[src/rtl/decode_issue_pkg.sv]
`default_nettype none
// ============================================================================
// Module      : decode_issue_pkg
// Description : Shared constants, types and instruction-field helpers for the
//               RV32I decode/issue stage (OP, OP-IMM, LUI subset).
// Revision    : 1.0 - initial release
// ============================================================================
package decode_issue_pkg;

    // Major opcodes handled by the stage
    localparam logic [6:0] OPC_OP     = 7'b0110011;
    localparam logic [6:0] OPC_OP_IMM = 7'b0010011;
    localparam logic [6:0] OPC_LUI    = 7'b0110111;

    // funct3 encodings
    localparam logic [2:0] F3_ADD  = 3'b000;
    localparam logic [2:0] F3_SLL  = 3'b001;
    localparam logic [2:0] F3_SLT  = 3'b010;
    localparam logic [2:0] F3_SLTU = 3'b011;
    localparam logic [2:0] F3_XOR  = 3'b100;
    localparam logic [2:0] F3_SR   = 3'b101;
    localparam logic [2:0] F3_OR   = 3'b110;
    localparam logic [2:0] F3_AND  = 3'b111;

    // funct7 encodings
    localparam logic [6:0] F7_BASE = 7'b0000000;
    localparam logic [6:0] F7_ALT  = 7'b0100000;

    // Decoded instruction class; CLS_ILLEGAL covers unknown opcodes and
    // malformed funct7 fields alike.
    typedef enum logic [1:0] {
        CLS_OP      = 2'd0,
        CLS_OP_IMM  = 2'd1,
        CLS_LUI     = 2'd2,
        CLS_ILLEGAL = 2'd3
    } instr_class_e;

    // Operand/control bundle presented to the ALU
    typedef struct packed {
        logic [31:0] x;
        logic [31:0] y;
        logic [2:0]  funct3;
        logic [6:0]  funct7;
        logic        alu_imm;
        logic [4:0]  rd;
    } issue_bundle_t;

    function automatic logic [6:0] opcode_of(input logic [31:0] i);
        return i[6:0];
    endfunction

    function automatic logic [4:0] rd_of(input logic [31:0] i);
        return i[11:7];
    endfunction

    function automatic logic [2:0] funct3_of(input logic [31:0] i);
        return i[14:12];
    endfunction

    function automatic logic [4:0] rs1_of(input logic [31:0] i);
        return i[19:15];
    endfunction

    // Also the shift amount field for OP-IMM shifts
    function automatic logic [4:0] rs2_of(input logic [31:0] i);
        return i[24:20];
    endfunction

    function automatic logic [6:0] funct7_of(input logic [31:0] i);
        return i[31:25];
    endfunction

    function automatic logic [31:0] imm_i_of(input logic [31:0] i);
        return {{20{i[31]}}, i[31:20]};
    endfunction

    function automatic logic [31:0] imm_u_of(input logic [31:0] i);
        return {i[31:12], 12'b0};
    endfunction

endpackage
`default_nettype wire

[src/rtl/decode_issue_if.sv]
`default_nettype none
// ============================================================================
// Module      : decode_issue_if
// Description : Instruction handshake, ALU issue bundle and writeback port of
//               the decode/issue stage. master = instruction/writeback source
//               side, slave = the decode/issue stage.
// Revision    : 1.0 - initial release
// ============================================================================
interface decode_issue_if;
    logic        in_valid;
    logic        in_ready;
    logic [31:0] in_instr;
    logic        out_valid;
    logic [31:0] x;
    logic [31:0] y;
    logic [2:0]  funct3;
    logic [6:0]  funct7;
    logic        alu_imm;
    logic [4:0]  out_rd;
    logic        illegal;
    logic        wb_en;
    logic [4:0]  wb_rd;
    logic [31:0] wb_data;

    modport master (
        output in_valid, in_instr, wb_en, wb_rd, wb_data,
        input  in_ready, out_valid, x, y, funct3, funct7, alu_imm, out_rd, illegal
    );

    modport slave (
        input  in_valid, in_instr, wb_en, wb_rd, wb_data,
        output in_ready, out_valid, x, y, funct3, funct7, alu_imm, out_rd, illegal
    );
endinterface
`default_nettype wire

[src/rtl/decode_issue_regfile.sv]
`default_nettype none
// ============================================================================
// Module      : decode_issue_regfile
// Description : NREGS x XLEN register file, two combinational read ports, one
//               write port. x0 reads zero; a read of the register being written
//               this cycle returns the write data (write-first).
// Ports       : clk, rst_n          - clock, async active-low reset
//               raddr1/2, rdata1/2  - read ports
//               wen, waddr, wdata   - write port (writes to x0 ignored)
// Revision    : 1.0 - initial release
// ============================================================================
module decode_issue_regfile #(
    parameter int XLEN  = 32,
    parameter int NREGS = 32,
    parameter int AW    = $clog2(NREGS)
) (
    input  wire logic            clk,
    input  wire logic            rst_n,
    input  wire logic [AW-1:0]   raddr1,
    input  wire logic [AW-1:0]   raddr2,
    output logic      [XLEN-1:0] rdata1,
    output logic      [XLEN-1:0] rdata2,
    input  wire logic            wen,
    input  wire logic [AW-1:0]   waddr,
    input  wire logic [XLEN-1:0] wdata
);

    logic [XLEN-1:0] r_mem [NREGS];

    always_ff @(posedge clk or negedge rst_n) begin
        if (!rst_n) begin
            for (int i = 0; i < NREGS; i++) begin
                r_mem[i] <= '0;
            end
        end else if (wen && (waddr != '0)) begin
            r_mem[waddr] <= wdata;
        end
    end

    function automatic logic [XLEN-1:0] f_read(input logic [AW-1:0] a);
        if (a == '0) begin
            return '0;
        end else if (wen && (waddr == a)) begin
            return wdata;
        end else begin
            return r_mem[a];
        end
    endfunction

    always_comb begin
        rdata1 = f_read(raddr1);
        rdata2 = f_read(raddr2);
    end

endmodule
`default_nettype wire

[src/rtl/decode_issue.sv]
`default_nettype none
// ============================================================================
// Module      : decode_issue
// Description : RV32I decode and operand-issue stage in front of the ALU.
//               Decodes OP / OP-IMM / LUI, reads operands, tracks in-flight
//               destinations in a scoreboard and stalls on RAW hazards.
// Ports       : clk    - clock, posedge active
//               rst_n  - asynchronous active-low reset
//               bus    - decode_issue_if.slave: in_valid/in_ready/in_instr,
//                        registered bundle out_valid/x/y/funct3/funct7/
//                        alu_imm/out_rd, illegal pulse, wb_en/wb_rd/wb_data
// Revision    : 1.0 - initial release
// ============================================================================
module decode_issue
    import decode_issue_pkg::*;
#(
    parameter int XLEN  = 32,
    parameter int NREGS = 32
) (
    input  wire logic     clk,
    input  wire logic     rst_n,
    decode_issue_if.slave bus
);

    logic [31:0]       w_instr;
    logic [6:0]        w_opcode;
    logic [2:0]        w_f3;
    logic [6:0]        w_f7;
    logic [4:0]        w_rs1;
    logic [4:0]        w_rs2;
    logic [4:0]        w_rd;
    instr_class_e      w_cls;
    logic              w_use_rs1;
    logic              w_use_rs2;
    logic              w_stall;
    logic              w_accept;
    logic              w_issue;
    logic [XLEN-1:0]   w_rdata1;
    logic [XLEN-1:0]   w_rdata2;
    issue_bundle_t     w_next;
    logic [NREGS-1:0]  w_pending_next;

    issue_bundle_t     r_bundle;
    logic              r_out_valid;
    logic              r_illegal;
    logic [NREGS-1:0]  r_pending;

    assign w_instr  = bus.in_instr;
    assign w_opcode = opcode_of(w_instr);
    assign w_f3     = funct3_of(w_instr);
    assign w_f7     = funct7_of(w_instr);
    assign w_rs1    = rs1_of(w_instr);
    assign w_rs2    = rs2_of(w_instr);
    assign w_rd     = rd_of(w_instr);

    // Classify; anything not explicitly legal falls through to CLS_ILLEGAL.
    always_comb begin
        w_cls = CLS_ILLEGAL;
        case (w_opcode)
            OPC_OP: begin
                if ((w_f7 == F7_BASE) ||
                    ((w_f7 == F7_ALT) && ((w_f3 == F3_ADD) || (w_f3 == F3_SR)))) begin
                    w_cls = CLS_OP;
                end
            end
            OPC_OP_IMM: begin
                case (w_f3)
                    F3_SLL:  if (w_f7 == F7_BASE) w_cls = CLS_OP_IMM;
                    F3_SR:   if ((w_f7 == F7_BASE) || (w_f7 == F7_ALT)) w_cls = CLS_OP_IMM;
                    default: w_cls = CLS_OP_IMM;
                endcase
            end
            OPC_LUI: w_cls = CLS_LUI;
            default: w_cls = CLS_ILLEGAL;
        endcase
    end

    // Illegal words use no sources, so they never wait on the scoreboard.
    // A source being written back this cycle is not a hazard: the regfile
    // forwards wb_data to it.
    assign w_use_rs1 = (w_cls == CLS_OP) || (w_cls == CLS_OP_IMM);
    assign w_use_rs2 = (w_cls == CLS_OP);

    assign w_stall =
        (w_use_rs1 && r_pending[w_rs1] && !(bus.wb_en && (bus.wb_rd == w_rs1))) ||
        (w_use_rs2 && r_pending[w_rs2] && !(bus.wb_en && (bus.wb_rd == w_rs2)));

    assign bus.in_ready = !w_stall;
    assign w_accept     = bus.in_valid && !w_stall;
    assign w_issue      = w_accept && (w_cls != CLS_ILLEGAL);

    decode_issue_regfile #(
        .XLEN  (XLEN),
        .NREGS (NREGS)
    ) u_regfile (
        .clk    (clk),
        .rst_n  (rst_n),
        .raddr1 (w_rs1),
        .raddr2 (w_rs2),
        .rdata1 (w_rdata1),
        .rdata2 (w_rdata2),
        .wen    (bus.wb_en),
        .waddr  (bus.wb_rd),
        .wdata  (bus.wb_data)
    );

    // Operand/control bundle for the word currently on in_instr
    always_comb begin
        w_next        = '0;
        w_next.funct3 = w_f3;
        w_next.rd     = w_rd;
        case (w_cls)
            CLS_OP: begin
                w_next.x       = w_rdata1;
                w_next.y       = w_rdata2;
                w_next.funct7  = w_f7;
                w_next.alu_imm = (w_f3 == F3_SR) && w_instr[30];
            end
            CLS_OP_IMM: begin
                w_next.x = w_rdata1;
                if ((w_f3 == F3_SLL) || (w_f3 == F3_SR)) begin
                    // Shifts: only the 5-bit shamt reaches y, funct7 picks SRL/SRA
                    w_next.y      = {27'b0, w_rs2};
                    w_next.funct7 = w_f7;
                end else begin
                    w_next.y = imm_i_of(w_instr);
                end
                w_next.alu_imm = (w_f3 == F3_SR) ? w_instr[30] : 1'b1;
            end
            CLS_LUI: begin
                w_next.y       = imm_u_of(w_instr);
                w_next.funct3  = F3_ADD;
                w_next.alu_imm = 1'b1;
            end
            default: ;
        endcase
    end

    // Issue set is applied after the writeback clear so a same-register
    // set/clear leaves the entry pending for the new producer.
    always_comb begin
        w_pending_next = r_pending;
        if (bus.wb_en) begin
            w_pending_next[bus.wb_rd] = 1'b0;
        end
        if (w_issue && (w_rd != '0)) begin
            w_pending_next[w_rd] = 1'b1;
        end
        w_pending_next[0] = 1'b0;
    end

    always_ff @(posedge clk or negedge rst_n) begin
        if (!rst_n) begin
            r_out_valid <= 1'b0;
            r_illegal   <= 1'b0;
            r_bundle    <= '0;
            r_pending   <= '0;
        end else begin
            r_out_valid <= w_issue;
            r_illegal   <= w_accept && (w_cls == CLS_ILLEGAL);
            if (w_issue) begin
                r_bundle <= w_next;
            end
            r_pending <= w_pending_next;
        end
    end

    assign bus.out_valid = r_out_valid;
    assign bus.illegal   = r_illegal;
    assign bus.x         = r_bundle.x;
    assign bus.y         = r_bundle.y;
    assign bus.funct3    = r_bundle.funct3;
    assign bus.funct7    = r_bundle.funct7;
    assign bus.alu_imm   = r_bundle.alu_imm;
    assign bus.out_rd    = r_bundle.rd;

endmodule
`default_nettype wire

[src/flat_wrapper.sv]
// flat-port wrapper written by rule: the top's interface ports become plain ports
module decode_issue_flat import decode_issue_pkg::*;
#(
    parameter int XLEN  = 32,
    parameter int NREGS = 32
)
  (clk, rst_n, bus_in_valid, bus_in_instr, bus_wb_en, bus_wb_rd, bus_wb_data, bus_in_ready, bus_out_valid, bus_x, bus_y, bus_funct3, bus_funct7, bus_alu_imm, bus_out_rd, bus_illegal);
  decode_issue_if bus_i ();
  input  wire logic clk;
  input  wire logic rst_n;
  input wire logic [$bits(bus_i.in_valid)-1:0] bus_in_valid;
  input wire logic [$bits(bus_i.in_instr)-1:0] bus_in_instr;
  input wire logic [$bits(bus_i.wb_en)-1:0] bus_wb_en;
  input wire logic [$bits(bus_i.wb_rd)-1:0] bus_wb_rd;
  input wire logic [$bits(bus_i.wb_data)-1:0] bus_wb_data;
  output wire logic [$bits(bus_i.in_ready)-1:0] bus_in_ready;
  output wire logic [$bits(bus_i.out_valid)-1:0] bus_out_valid;
  output wire logic [$bits(bus_i.x)-1:0] bus_x;
  output wire logic [$bits(bus_i.y)-1:0] bus_y;
  output wire logic [$bits(bus_i.funct3)-1:0] bus_funct3;
  output wire logic [$bits(bus_i.funct7)-1:0] bus_funct7;
  output wire logic [$bits(bus_i.alu_imm)-1:0] bus_alu_imm;
  output wire logic [$bits(bus_i.out_rd)-1:0] bus_out_rd;
  output wire logic [$bits(bus_i.illegal)-1:0] bus_illegal;
  assign bus_i.in_valid = bus_in_valid;
  assign bus_i.in_instr = bus_in_instr;
  assign bus_i.wb_en = bus_wb_en;
  assign bus_i.wb_rd = bus_wb_rd;
  assign bus_i.wb_data = bus_wb_data;
  assign bus_in_ready = bus_i.in_ready;
  assign bus_out_valid = bus_i.out_valid;
  assign bus_x = bus_i.x;
  assign bus_y = bus_i.y;
  assign bus_funct3 = bus_i.funct3;
  assign bus_funct7 = bus_i.funct7;
  assign bus_alu_imm = bus_i.alu_imm;
  assign bus_out_rd = bus_i.out_rd;
  assign bus_illegal = bus_i.illegal;
  decode_issue #(.XLEN(XLEN), .NREGS(NREGS)) u_core (.clk(clk), .rst_n(rst_n), .bus(bus_i));
endmodule
[config.mk]
export PLATFORM = sky130hd
export DESIGN_NAME = decode_issue_flat
export DESIGN_NICKNAME = d
export VERILOG_FILES = /design/src/rtl/decode_issue_pkg.sv /design/src/rtl/decode_issue_if.sv /design/src/rtl/decode_issue_regfile.sv /design/src/rtl/decode_issue.sv /design/src/flat_wrapper.sv
export SDC_FILE = /design/constraint.sdc
export NUM_CORES = 2
export LEC_CHECK = 0
export ABC_AREA = 1
export BUFFER_PORTS_ARGS = -buffer_cell sky130_fd_sc_hd__buf_4
export CORE_AREA = 4 4 271 472
export DETAILED_ROUTE_END_ITERATION = 8
export DIE_AREA = 0 0 275 476
export MAX_ROUTING_LAYER = met4
export PLACE_DENSITY_LB_ADDON = 0.05
export SLEW_MARGIN = 20
export SYNTH_ARGS = -nofsm -noshare
export SYNTH_HDL_FRONTEND = slang
export SYNTH_SLANG_ARGS = --single-unit
[constraint.sdc]
create_clock -name clk -period 1.7 [get_ports clk]
set_input_delay 0.085 -clock clk [delete_from_list [all_inputs] [get_ports clk]]
set_output_delay 0.085 -clock clk [all_outputs]
set_load 0.03 [all_outputs]
After elaboration in Yosys (flattened, before gate mapping)
Cells that the tools add are included.
{"block": "word_totals", "register_bits": 1137, "input_bits": 73, "output_inout_bits": 83, "elab_cells": 138}
{"block": "op_classes", "order_cmp": 10, "n_eq_ne": 12, "muxes": 36, "bitwise_logic": 6, "n_reduce_logical": 33}
{"operator": "bitwise mux 1024 bit", "count": 1}
{"operator": "2-to-1 mux 32 bit", "count": 13}
{"operator": "binary-select mux 32 bit (select 5 bit)", "count": 2}
{"operator": "demux 32 bit (select 5 bit)", "count": 1}
{"operator": "one-hot mux 32 bit (3 select lines)", "count": 1}
{"operator": "bitwise AND 32 bit", "count": 1}
{"operator": "NOT 32 bit", "count": 1}
{"operator": "OR 32 bit", "count": 1}
{"operator": "< comparator 5 x 6 -> 1 bit, second input constant", "count": 4}
{"operator": "== test 7 x 6 -> 1 bit, second input constant", "count": 3}
{"operator": "greater-or-equal comparator 6 bit, second input constant", "count": 3}
{"operator": "NOT 5 -> 6 bit", "count": 3}
{"operator": "logical AND 1 bit", "count": 16}
{"operator": "one-hot mux 7 bit (2 select lines)", "count": 1}
{"operator": "binary-select mux 1 bit (select 5 bit)", "count": 2}
{"operator": "demux 1 bit (select 5 bit)", "count": 2}
{"operator": "== test 5 bit", "count": 2}
{"operator": "greater-or-equal comparator 5 x 1 -> 1 bit, second input constant", "count": 2}
{"operator": "logical NOT 5 bit", "count": 2}
{"operator": "nonzero test 5 bit", "count": 2}
{"operator": "== test 7 x 5 -> 1 bit, second input constant", "count": 1}
{"operator": "logical NOT 7 bit", "count": 1}
{"operator": "2-to-1 mux 7 bit", "count": 1}
{"operator": "logical OR 1 bit", "count": 6}
{"operator": "other kinds (16)", "count": 25}

Longest topological paths before layout
{"block": "depth", "ltp_word": 16, "depth_mapped": 17, "mapped_depth_nobuf": 15}

Cells and area by module
A second synthesis with hierarchy kept.
{"block": "unflattened", "cells_unflattened": 9657, "area_unflattened_um2": 65504.1}
{"module": "decode_issue_regfile", "instances": 1, "cells_each": 8869, "area_per_inst_um2": 59542.1}
{"module": "decode_issue", "instances": 1, "cells_each": 788, "area_per_inst_um2": 5962.0}

Worst setup path before layout
Ideal clock, no wire load.
{"block": "synth_timing", "kind": "input -> register", "startpoint": "in bus_wb_rd[4]", "endpoint": "reg u_core.r_bundle, in the netlist u_core.bus.x[30]", "setup_time_ns": 0.118, "arrival_time_ns": 1.549, "t_required_ns": 1.582, "slack_ns": 0.034, "cell_stages": 13, "n_path_buf": 3, "cell_sequence": "buf_2 -> inv_1 -> nor2_1 -> nor3_2 -> nand3_2 -> nand2_1 -> nor2_1 -> nand3_2 -> nand4_4 -> buf_2 -> buf_4 -> nand2_1 -> nand2_1"}
{"block": "synth_between", "elab_chain_cells": 8, "word_cells_on_any_way": 15, "classes_between": "2 x eq/ne; 3 x mux; 10 x reduce/logical"}
{"element": "from (decl)", "line_no": "flat_wrapper.sv:14", "rtl": "input wire logic [$bits(bus_i.wb_rd)-1:0] bus_wb_rd;"}
{"element": "== test 5 bit (on tied branches)", "line_no": "decode_issue_regfile.sv:43, decode_issue.sv:85, decode_issue.sv:86"}
{"element": "logical AND 1 bit (on tied branches)", "line_no": "decode_issue_regfile.sv:43, decode_issue.sv:85, decode_issue.sv:86"}
{"element": "logical NOT 1 bit (on tied branches)", "line_no": "decode_issue.sv:85, decode_issue.sv:86"}
{"element": "logical AND 1 bit (on tied branches)", "line_no": "decode_issue.sv:85, decode_issue.sv:86"}
{"element": "logical OR 1 bit", "line_no": "decode_issue.sv:85", "rtl": "(w_use_rs1 && r_pending[w_rs1] && !(bus.wb_en && (bus.wb_rd == w_rs1))) ||"}
{"element": "logical NOT 1 bit", "line_no": "decode_issue.sv:89", "rtl": "assign w_accept = bus.in_valid && !w_stall;"}
{"element": "logical AND 1 bit", "line_no": "decode_issue.sv:89"}
{"element": "logical AND 1 bit", "line_no": "decode_issue.sv:90", "rtl": "assign w_issue = w_accept && (w_cls != CLS_ILLEGAL);"}
{"element": "to (signal assigned)", "line_no": "decode_issue.sv:162", "rtl": "r_bundle <= w_next;"}
{"element": "to (decl)", "line_no": "decode_issue.sv:43", "rtl": "issue_bundle_t r_bundle;"}
Several ways; a longest one is shown, not always the timed one.
A chain may end at the register's enable or synchronous reset.

Worst setup path in the final report
{"block": "layout_timing", "startpoint": "reg u_core.r_pending[20]", "endpoint": "out bus_in_ready"}
{"block": "layout_between", "elab_chain_cells": 6, "word_cells_on_any_way": 10, "classes_between": "4 x mux; 6 x reduce/logical"}
{"element": "from (decl)", "line_no": "decode_issue.sv:46", "rtl": "logic [NREGS-1:0] r_pending;"}
{"element": "from (signal assigned)", "line_no": "decode_issue.sv:164", "rtl": "r_pending <= w_pending_next;"}
{"element": "binary-select mux 1 bit (select 5 bit) (on tied branches)", "line_no": "decode_issue.sv:85, decode_issue.sv:86"}
{"element": "2-to-1 mux 1 bit (on tied branches)", "line_no": "decode_issue.sv:85, decode_issue.sv:86"}
{"element": "logical AND 1 bit (on tied branches) (2 in series)", "line_no": "decode_issue.sv:85, decode_issue.sv:86"}
{"element": "logical OR 1 bit (*)", "line_no": "decode_issue.sv:85"}
{"element": "logical NOT 1 bit (*)", "line_no": "decode_issue.sv:88", "rtl": "assign bus.in_ready = !w_stall;"}
{"element": "to (decl)", "line_no": "flat_wrapper.sv:16", "rtl": "output wire logic [$bits(bus_i.in_ready)-1:0] bus_in_ready;"}
Every way passes the cells marked *; elsewhere a longest branch is shown, timed or not. The select of a mux whose other input is x is not followed.

==> out/qor.yml <==
yosys:
  netlist.top_cell.by_area: "sky130_fd_sc_hd__dfrtp_1"
  postSynthRegisterBits: 1137
  yosysWarnings: 0
  synth_enable_flop_cells: 0
  share_of_flip_flops_with_an_asynchronous_set_or_reset_after_synthesis_pct: 100
  synth.net_count: 8470
  syn_area_per_cell_um2: 7.33
  ys_seq_area_share_pct: 46.2
  syn_area_um2: 61600
  number_of_distinct_library_cell_variants_in_the_gate_level_netlist_after_synthesis: 32
  netlist.area_leader.share_pct: 46.2
  post_synth_main_area_contributors: "sky130_fd_sc_hd__dfrtp_1 (46%), sky130_fd_sc_hd__o21ai_0 (14%), sky130_fd_sc_hd__nand2_1 (13%)"
  yosys.cell_count.top_type: "sky130_fd_sc_hd__nand2_1"
  synth_cells: 8397
  synth_common_cells: "sky130_fd_sc_hd__nand2_1 (2099), sky130_fd_sc_hd__o21ai_0 (1675), sky130_fd_sc_hd__dfrtp_1 (1137)"
  synth-main-ff-cell: "sky130_fd_sc_hd__dfrtp_1"
setup_path:
  worst_r2r_startpoint: "u_core.r_pending[20]$_DFF_PN0_"
  critical_path_buf_inv_count: 3
  startpoint_class_of_the_critical_path: "register"
  cp.arrival_ns: 2.26
  max_incr_delay_on_cp_ns: 0.41
  cp_data_required_time_ns: 1.62
  reg2reg_setup_slack_ns: -0.56
  path_common_cell: "sky130_fd_sc_hd__nand3_2"
  r2r_end: "u_core.bus.y[23]$_DFFE_PN0P_"
  timing_worst_setup_path_type: "reg2out"
  cpMaxStageDelayCell: "sky130_fd_sc_hd__dfrtp_1"
  critPathMaxFanout: 3
  worst_setup_path_end_kind: "output port"
  critPathTopFamily: "simple AND/OR/NAND/NOR gates"
  worstPathCellList: "nand2_1 -> nand3_2 -> nand3_2 -> nand3_2 -> nand2_4 -> nand2_2 -> nand3_2 -> buf_6 -> nand2_4 -> inv_2 -> buf_6"
  worst_r2r_path_depth: 15
layout:
  stdcell_count: 10500
  fill_cells: 11100
  layout.nets: 8833
  area_delta_synth_final_pct: 24.8
  drive_above_1_share_pct: 15.7
  sequential_cell_area_um2: 28500
  multi_input_area_um2: 28600
timing:
  timing.fmax_ghz: 0.426
  unrepaired_setup_endpoints_after_global_routing: "true"
  post-route-period-util_pct: 138
  timing_hold_violations_final: 0
  skew_ns: 0.0333
  maxSlewHeadroom_pct: 40.7
  number_of_endpoints_failing_setup_at_the_final_stage: 113
  min_period_ns: 2.35
  worstMarginPinSlew_ns: 0.879
  drv_slew: 0
  final.setup.worst_slack_ns: -0.645
route:
  dr.pass1.iters: 7
  final_antenna_net_count: 0
  detail_route.wirelength_um: 278000
  routed_via_density: 6.23
  route.detailed.drc: 0
  detailroute.via_count: 65500
  drt-wirelength-per-cell_um: 26.5
  violation_count_after_the_first_detailed_routing_iteration: 9478
grt:
  globalRouteOverflowTotal: 0
  grt_first_pass_wirelength_um: 408000
  global_route.usage.total_pct: 43.2
  antenna_found_initial: 15
  grt_max_degree: 91
  first_global_vias: 62000
clock_network:
  clkSinkCount: 1137
  insertion_delay_ns: 0.75
  cts-root-to-sink-buffers: 3
  tritoncts: "yes"
  cts_buffers: 110
  master_cell_of_the_clock_root_buffer: "sky130_fd_sc_hd__clkbuf_16"
  cts.htree.levels: 3
  worst_setup_hold_path_clk_slew_ns: 0.07
status:
  status: "finished with violations"
  failing_checks: "setup timing"
floorplan:
  die_height_um: 476
  fp.dieArea_um2: 131000
  die_x_um: 275
  rows: 171
  ioPinCount: 156
  start_util_pct: 49.6
  coreArea_um2: 124000
power_and_ir_drop:
  power.density_cell_area_nw_per_um2: 1020
  power.static_leakage_uw: 0.0357
  vdd_drop_max_mv: 0.948
worst_hold_path:
  hold_class: "in2reg"
  min_delay_worst_endpoint: "u_core.bus.funct3[2]$_DFFE_PN0P_"
  min_from: "bus_in_instr[3]"
  min_path_cells: 6
placement:
  gp_congestion: 0.984
  pre_cts_ws_ns: -0.726
  dp_cells: 10200
  numPortBuffers: 155
  dpl.hpwl_um: 183000
job:
  drv.max_cap_violation_count: 0
==> metal layers <==
metal | wire, um | part of all wire, % | track usage, % | vias to the layer above
met4 | 22800 | 8.2 | 28.2 | 0
met5 | 0 | 0 | - | -
met2 | 122000 | 44 | 63.5 | 4175
met3 | 30300 | 11 | 9.36 | 1205
li1 | - | - | - | 28900
met1 | 103000 | 37 | 53.9 | 31200
==> worst min-delay path, stage by stage <==
cell                      delay [ns]
sky130_fd_sc_hd__buf_4          0.08
sky130_fd_sc_hd__nor3_1         0.04
sky130_fd_sc_hd__nand2_1        0.17
sky130_fd_sc_hd__buf_4          0.16
sky130_fd_sc_hd__nand2_1        0.05
sky130_fd_sc_hd__o21ai_1        0.12
==> flip-flops by register name, summed over array words and instances (netlist names) <==
name / cells
u_core.u_regfile.r_mem: 1024
u_core.bus.x: 32
u_core.bus.y: 32
u_core.r_pending: 31
u_core.bus.funct7: 7
u_core.bus.out_rd: 5
u_core.bus.funct3: 3
u_core.bus.alu_imm: 1
u_core.bus.illegal: 1
u_core.bus.out_valid: 1
==> through the flow <==
step	area [um2]	hold WS (ns)	total power (uW)	utilization, %	TNS [ns]
3_3_place_gp	70600	0.319	50500	56.9	-48.29
5_1_grt	76800	0.0840	82000	61.9	-58.97
3_5_place_dp	70600	0.320	51000	56.9	-51.58
6_report	76800	0.0243	78400	61.9	-54.58
2_1_floorplan	61600	-0.211	43900	-	0
4_1_cts	76600	0.00407	78100	61.7	-31.91
==> what timing repair did <==
item / in CTS / in global routing
hold buffers: 60 / 0
buffers inserted: 27 / 15
pin swaps: 62 / 25
hold endpoints to repair: 1661 / 0
setup endpoints to repair: 113 / 116
gates cloned: 24 / 0
gates resized for setup: 207 / 22
==> cell families (layout without fill, tap and decap cells) <==
group                  Yosys count  after routing  synth area share, %
multiplexers                     2              2               0.0325
XOR/XNOR                         2              2               0.0285
flip-flops                    1137           1137                 46.2
buffers and inverters         1306           1760                 8.50
other                            0             15                    0
AND/OR/NAND/NOR               3271           3271                 21.8
AO/OA/AOI/OAI                 2679           2679                 23.4
==> area by class of cell <==
type,instances,share of cell area [%]
multi-input combinational,5954,37.3
clock buffer,155,4.21
clock inverter,48,0.844
tap,1643,2.68
timing repair buffer,1069,15.5
antenna,15,0.0489
sequential,1137,37.0
inverter,488,2.42
==> cell usage in the layout, fill, tap and decap left out, drive strengths merged <==
| master | Yosys | final |
|---|---|---|
| o21a | 1 | 1 |
| nor2 | 351 | 351 |
| a211oi | 1 | 1 |
| o2111ai | 4 | 4 |
| a21boi | 5 | 5 |
| buf | 290 | 1009 |
| nand2 | 2099 | 2099 |
| nand4 | 34 | 34 |
| clkinv | 1 | 23 |
| mux2i | 2 | 2 |
| xnor2 | 2 | 2 |
| dfrtp | 1137 | 1137 |
| nand3b | 12 | 12 |
| dlygate4sd3 | 0 | 60 |
| inv | 487 | 488 |
| nor3 | 25 | 25 |
| bufinv | 0 | 15 |
| clkinvlp | 0 | 10 |
| o22ai | 1 | 1 |
| o211ai | 350 | 350 |
| clkbuf | 528 | 155 |
| o21ai | 1683 | 1683 |
| a21oi | 614 | 614 |
| nand3 | 750 | 750 |
| o221ai | 20 | 20 |
| diode | 0 | 15 |
==> worst max path at each step <==
stage                                               from                            to  cells after the start
after CTS                 u_core.r_pending[17]$_DFF_PN0_                  bus_in_ready                     11
after global routing      u_core.r_pending[20]$_DFF_PN0_                  bus_in_ready                     11
after floorplan                             bus_wb_rd[4]  u_core.bus.x[30]$_DFFE_PN0P_                     13
after detailed placement                bus_in_instr[22]  u_core.bus.y[22]$_DFFE_PN0P_                     13
after global placement                  bus_in_instr[22]  u_core.bus.y[22]$_DFFE_PN0P_                     13
final                     u_core.r_pending[20]$_DFF_PN0_                  bus_in_ready                     11
==> report_power, final <==
part / leakage [uW] / internal [uW] / switching [uW]
logic: 0.0191 / 6460 / 9880
clock network: 0.00190 / 15500 / 11600
registers: 0.0147 / 31700 / 3210
No activity file was read; power rests on OpenSTA's default activity.
